[src/rtl/div16.sv]
// Sequential unsigned restoring divider: one quotient bit per clock, with a
// start/ready handshake and a one-cycle valid pulse when results land.
module div16 #(
    parameter int WIDTH = 16
) (
    input  logic             clk,
    input  logic             rst_n,
    input  logic             start,
    input  logic [WIDTH-1:0] dividend,
    input  logic [WIDTH-1:0] divisor,
    output logic             ready,
    output logic             busy,
    output logic             valid,
    output logic [WIDTH-1:0] quotient,
    output logic [WIDTH-1:0] remainder,
    output logic             div_by_zero
);

    localparam int CW = $clog2(WIDTH + 1);

    typedef enum logic [1:0] {
        S_IDLE,
        S_RUN,
        S_DONE
    } state_e;

    state_e           state_q, state_d;
    logic [WIDTH-1:0] q_q, q_d;
    logic [WIDTH-1:0] d_q, d_d;
    logic [WIDTH-1:0] r_q, r_d;
    logic [CW-1:0]    cnt_q, cnt_d;
    logic [WIDTH-1:0] quot_q, quot_d;
    logic [WIDTH-1:0] rem_q, rem_d;
    logic             dbz_q, dbz_d;

    // The partial remainder is always below the divisor between steps, so
    // only its shifted form needs the extra bit.
    logic [WIDTH:0]   r_shift;
    logic [WIDTH-1:0] diff_lo;
    logic             carry_lo;
    logic             no_borrow;
    logic [WIDTH-1:0] q_next;
    logic [WIDTH-1:0] r_next;

    assign r_shift = {r_q, q_q[WIDTH-1]};

    // Trial subtraction as r_shift + ~{0,D} + 1. The top bit of the inverted
    // divisor is 1, so the final carry-out reduces to r_shift[WIDTH] | carry_lo.
    assign {carry_lo, diff_lo} = {1'b0, r_shift[WIDTH-1:0]} + {1'b0, ~d_q}
                                 + {{WIDTH{1'b0}}, 1'b1};
    assign no_borrow = r_shift[WIDTH] | carry_lo;

    assign q_next = {q_q[WIDTH-2:0], no_borrow};
    assign r_next = no_borrow ? diff_lo : r_shift[WIDTH-1:0];

    // NOTE: every _d gets its hold value first so no path through this block
    // leaves a variable unassigned, which would infer a latch.
    always_comb begin
        state_d = state_q;
        q_d     = q_q;
        d_d     = d_q;
        r_d     = r_q;
        cnt_d   = cnt_q;
        quot_d  = quot_q;
        rem_d   = rem_q;
        dbz_d   = dbz_q;

        case (state_q)
            S_IDLE: begin
                if (start) begin
                    if (divisor != '0) begin
                        q_d     = dividend;
                        d_d     = divisor;
                        r_d     = '0;
                        cnt_d   = CW'(WIDTH);
                        dbz_d   = 1'b0;
                        state_d = S_RUN;
                    end else begin
                        quot_d  = '1;
                        rem_d   = dividend;
                        dbz_d   = 1'b1;
                        state_d = S_DONE;
                    end
                end
            end
            S_RUN: begin
                q_d   = q_next;
                r_d   = r_next;
                cnt_d = cnt_q - CW'(1);
                if (cnt_q == CW'(1)) begin
                    quot_d  = q_next;
                    rem_d   = r_next;
                    state_d = S_DONE;
                end
            end
            S_DONE: begin
                state_d = S_IDLE;
            end
            default: begin
                state_d = S_IDLE;
            end
        endcase
    end

    // NOTE: state registers use non-blocking assignments so every flop samples
    // the pre-edge values regardless of statement order.
    always_ff @(posedge clk) begin
        if (!rst_n) begin
            state_q <= S_IDLE;
            q_q     <= '0;
            d_q     <= '0;
            r_q     <= '0;
            cnt_q   <= '0;
            quot_q  <= '0;
            rem_q   <= '0;
            dbz_q   <= 1'b0;
        end else begin
            state_q <= state_d;
            q_q     <= q_d;
            d_q     <= d_d;
            r_q     <= r_d;
            cnt_q   <= cnt_d;
            quot_q  <= quot_d;
            rem_q   <= rem_d;
            dbz_q   <= dbz_d;
        end
    end

    assign ready       = (state_q == S_IDLE);
    assign busy        = (state_q == S_RUN);
    assign valid       = (state_q == S_DONE);
    assign quotient    = quot_q;
    assign remainder   = rem_q;
    assign div_by_zero = dbz_q;

endmodule

[config.mk]
export PLATFORM = sky130hd
export DESIGN_NAME = div16
export DESIGN_NICKNAME = d
export VERILOG_FILES = /design/src/rtl/div16.sv
export SDC_FILE = /design/constraint.sdc
export NUM_CORES = 1
export LEC_CHECK = 0
export CELL_PAD_IN_SITES_DETAIL_PLACEMENT = 1
export CELL_PAD_IN_SITES_GLOBAL_PLACEMENT = 1
export CORE_MARGIN = 2
export CORE_UTILIZATION = 25
export DETAILED_ROUTE_END_ITERATION = 8
export HOLD_SLACK_MARGIN = 0.1
export PLACE_DENSITY_LB_ADDON = 0.15
export REMOVE_ABC_BUFFERS = 1
export SLEW_MARGIN = 20
export SYNTH_ARGS = -nofsm -noshare
export SYNTH_HDL_FRONTEND = slang
export SYNTH_SLANG_ARGS = --single-unit
[constraint.sdc]
create_clock -name clk -period 3.67 [get_ports clk]
set_input_delay 0.367 -clock clk [delete_from_list [all_inputs] [get_ports clk]]
set_output_delay 0.367 -clock clk [all_outputs]
set_load 0.03 [all_outputs]
==> flow_metrics.py <==
metrics = {
    "final_layout": {
        "antennaDiodeCount": 0,
        "n_fill_cell": 2015,
        "area_delta_synth_final_pct": 26.7,
        "nNetsFinal": 609,
        "drive_above_1_share_pct": 10.0,
        "fin_area_sq_um": 5600,
    },
    "synthesis": {
        "synth_seq_cells": 88,
        "synth.avg_cell_area_sq_um": 8.90,
        "ys_types": 52,
        "seq_area_frac_synth_pct": 39.8,
        "synth_flop_cell": "dfxtp_1",
        "synth_edf_count": 0,
        "synthArstFlopShare_pct": 0,
        "synthCells": 497,
        "ys_warn_count": 0,
        "synth_area_sq_um": 4420,
    },
    "worst_setup_path": {
        "critical_path.cell_chain": "inv_1, ha_1, fa_1, nand2b_1, a21oi_2, o21ai_2, a21oi_2, nor2_4, a22o_1, o221a_2",
        "start_kind": "register",
        "r2r_end": "remainder[12]",
        "cpPeakStageDelay_ns": 0.43,
        "critical_path.startpoint": "q_q[15]",
        "r2r-start": "q_q[15]",
        "required_ns": 3.91,
        "critical_path_class": "reg -> reg",
        "cp.arrival_ns": 2.97,
        "cpMaxStageDelayCell": "dfxtp_1",
        "cp_max_fo": 16,
        "rrSetupSlack_ns": 0.94,
        "rr_worst_depth": 10,
        "crit_path_end_kind": "register",
        "path_common_cell": "a21oi_2",
    },
    "placed_design": {
        "routabilityCongestion": 0.785,
        "place_hpwl_mm": 10.2,
        "io_buffers": 70,
        "dpl-instance-area_sq_um": 5300,
    },
    "timing": {
        "slew_viol_final": 0,
        "period_minus_slack_ns": 2.73,
        "setup_tns_ns": 0,
        "max_clock_freq_mhz": 366,
        "tightest_slew_ns": 0.738,
        "rsz0062_at_grt": "false",
        "maxSlewHeadroom_pct": 50.7,
        "min_period_over_period_pct": 74.4,
        "hold_viol_final": 0,
        "skew_ns": 0.00902,
        "final-setup-viol-count": 0,
    },
    "clock_network": {
        "worstSkewPairLatency_ns": 0.35,
        "cts_resized": 0,
        "cts_max_level": 3,
        "root_buffer": "clkbuf_16",
        "clock-sinks": 88,
        "hold_buffers": 0,
        "cts_tree": "built",
        "cts_made_buffers": 9,
        "clock_path_buffers": 2,
        "cts_setup_buffers": 0,
        "clk_pin_slew_ns": 0.07,
    },
    "global_routing": {
        "grt_usage_pct": 15.5,
        "grt_pass1_vias": 4164,
        "antenna_found_initial": 0,
        "grt-ovfl-total": 0,
        "grt_max_degree": 40,
        "grt_pass1_wl_mm": 22.4,
    },
    "power_and_ir_drop": {
        "ir_worst_vdd_mv": 0.255,
        "power_density_nw_per_um2": 503,
        "p_leak_nw": 2.13,
    },
    "die": {
        "io_pins": 71,
        "die_y_um": 137,
        "row_count": 48,
        "initial_core_util_pct": 25.6,
        "die_area_sq_um": 18800,
        "die_w_um": 137,
        "coreArea_sq_um": 17300,
    },
    "run_status": {
        "status": "completed",
    },
    "drt": {
        "viasPerCell": 5.01,
        "antenna_left": 0,
        "wl_mm": 13.8,
        "vias": 3934,
        "wl_per_cell_um": 17.6,
        "drtIter0Drc": 188,
        "firstDrtPassIters": 4,
        "drc": 0,
    },
    "hold_path": {
        "worstHoldEndpoint": "r_q[2]",
        "hp-start": "r_q[2]",
        "min_path_type": "reg -> reg",
        "whs_path_depth": 2,
    },
    "flow_run": {
        "cap_violations": 0,
    },
}
critical path: cells and delay by family (launching register included):
family | cells | cell delay, ns
compound gates | 5 | 1.16
fa+ha+maj | 2 | 0.62
flops | 1 | 0.43
simple gates | 2 | 0.33
buf+inv | 1 | 0.07
worst max path at each step:
stage | to | slack (ns) | depth (start not counted)
after floorplan | d_q[0] | 0.69 | 5
after global placement | quotient[0] | 0.67 | 8
after detailed placement | quotient[0] | 0.59 | 8
after CTS | remainder[13] | 0.94 | 8
after global routing | remainder[0] | 0.69 | 10
final | remainder[12] | 0.94 | 10
state kept, by name (all words and copies together), names as in the netlist:
register     cells
quotient        16
q_q             16
cnt_q            5
state_q          2
d_q             16
remainder       16
r_q             16
div_by_zero      1
report_power, final:
group	internal [mW]	leakage (nW)	switching [mW]
Sequential	1.02	0.718	0.0581
Combinational	0.319	1.27	0.451
Clock	0.552	0.146	0.416
cell usage after synthesis (all sizes together) (2+ instances only):
cell type	count	area share (%)
a211oi	17	2.9
a21o	2	0.34
a21oi	31	4.1
a22o	2	0.40
a22oi	5	0.85
a31oi	17	2.4
a32oi	2	0.40
a41oi	6	1.2
and2	2	0.28
buf	13	2.2
clkbuf	16	1.4
dfxtp	88	40
ha	18	5.1
inv	23	2.0
mux2i	32	7.2
nand2	48	4.1
nand2b	5	0.71
nand3b	2	0.62
nand4	2	0.28
nor2	55	5.1
nor2b	3	0.42
nor3	3	0.59
nor4	6	0.85
o211ai	2	0.45
o21a	4	0.68
o21ai	49	5.7
o21bai	3	0.51
o221a	17	4.3
o31a	2	0.40
or3	2	0.28
xnor2	7	1.4
xor2	5	0.99
cell families (layout without fill, tap and decap cells):
family                     Yosys count  count (layout)  share of synthesized area (%)
AOI/OAI and AO/OA                  163             163                           25.6
xor gates and xnor gates            12              12                           2.38
DFF                                 88              88                           39.8
muxes                               32              32                           7.24
adders and majority gates           19              19                           5.55
buffers and inverters               52             115                           5.49
and+or+nand+nor                    131             131                           13.9
layout make-up:
class	count	area, sq um	area share (%)
clock buffer	11	243	4.33
clock inverter	5	63.8	1.14
inverter	23	86.3	1.54
multi-input combinational	357	2420	43.2
sequential	88	1760	31.4
tap	225	282	5.02
timing repair buffer	76	746	13.3
cell usage in the layout (no fill, tap or decap), types with 3 or more instances in the layout:
cell	Yosys	layout
a21oi_1	26	26
mux2i_1	32	32
clkbuf_16	0	9
o21bai_1	3	3
o21a_1	4	4
clkdlybuf4s50_1	0	70
inv_1	21	21
ha_1	18	18
o21ai_0	36	36
a211oi_1	17	17
nor4_1	6	6
xor2_1	5	5
nand2_1	48	48
buf_4	5	6
a31oi_1	17	17
nand2b_1	5	5
xnor2_1	7	7
a22oi_1	5	5
o21ai_1	11	11
a41oi_1	6	6
a21oi_2	4	4
dfxtp_1	88	88
o221a_2	17	17
nor2b_1	3	3
nor2_1	52	52
routing by layer:
metal	vias to the layer above	GRT usage (%)	share of wire, %
met3	12	3.33	3.4
li1	1928	-	-
met2	61	26.0	48
met5	-	0	0
met1	1933	20.2	48
met4	0	3.78	1.0
per-stage QoR:
| stage | utilization (%) | cells | power, mW | hold WS (ns) | worst slack [ns] |
|---|---|---|---|---|---|
| final | 32.4 | 785 | 2.82 | 0.485 | 0.939 |
| after global routing | 32.4 | 785 | 2.99 | 0.513 | 0.689 |
| after CTS | 32.4 | 785 | 2.86 | 0.487 | 0.936 |
| after detailed placement | 30.6 | 769 | 1.88 | 0.478 | 0.586 |
| after global placement | 30.6 | 769 | 1.86 | 0.478 | 0.674 |
| after floorplan | - | 468 | 1.63 | 0.453 | 0.693 |
No activity file was read; power rests on OpenSTA's default activity.
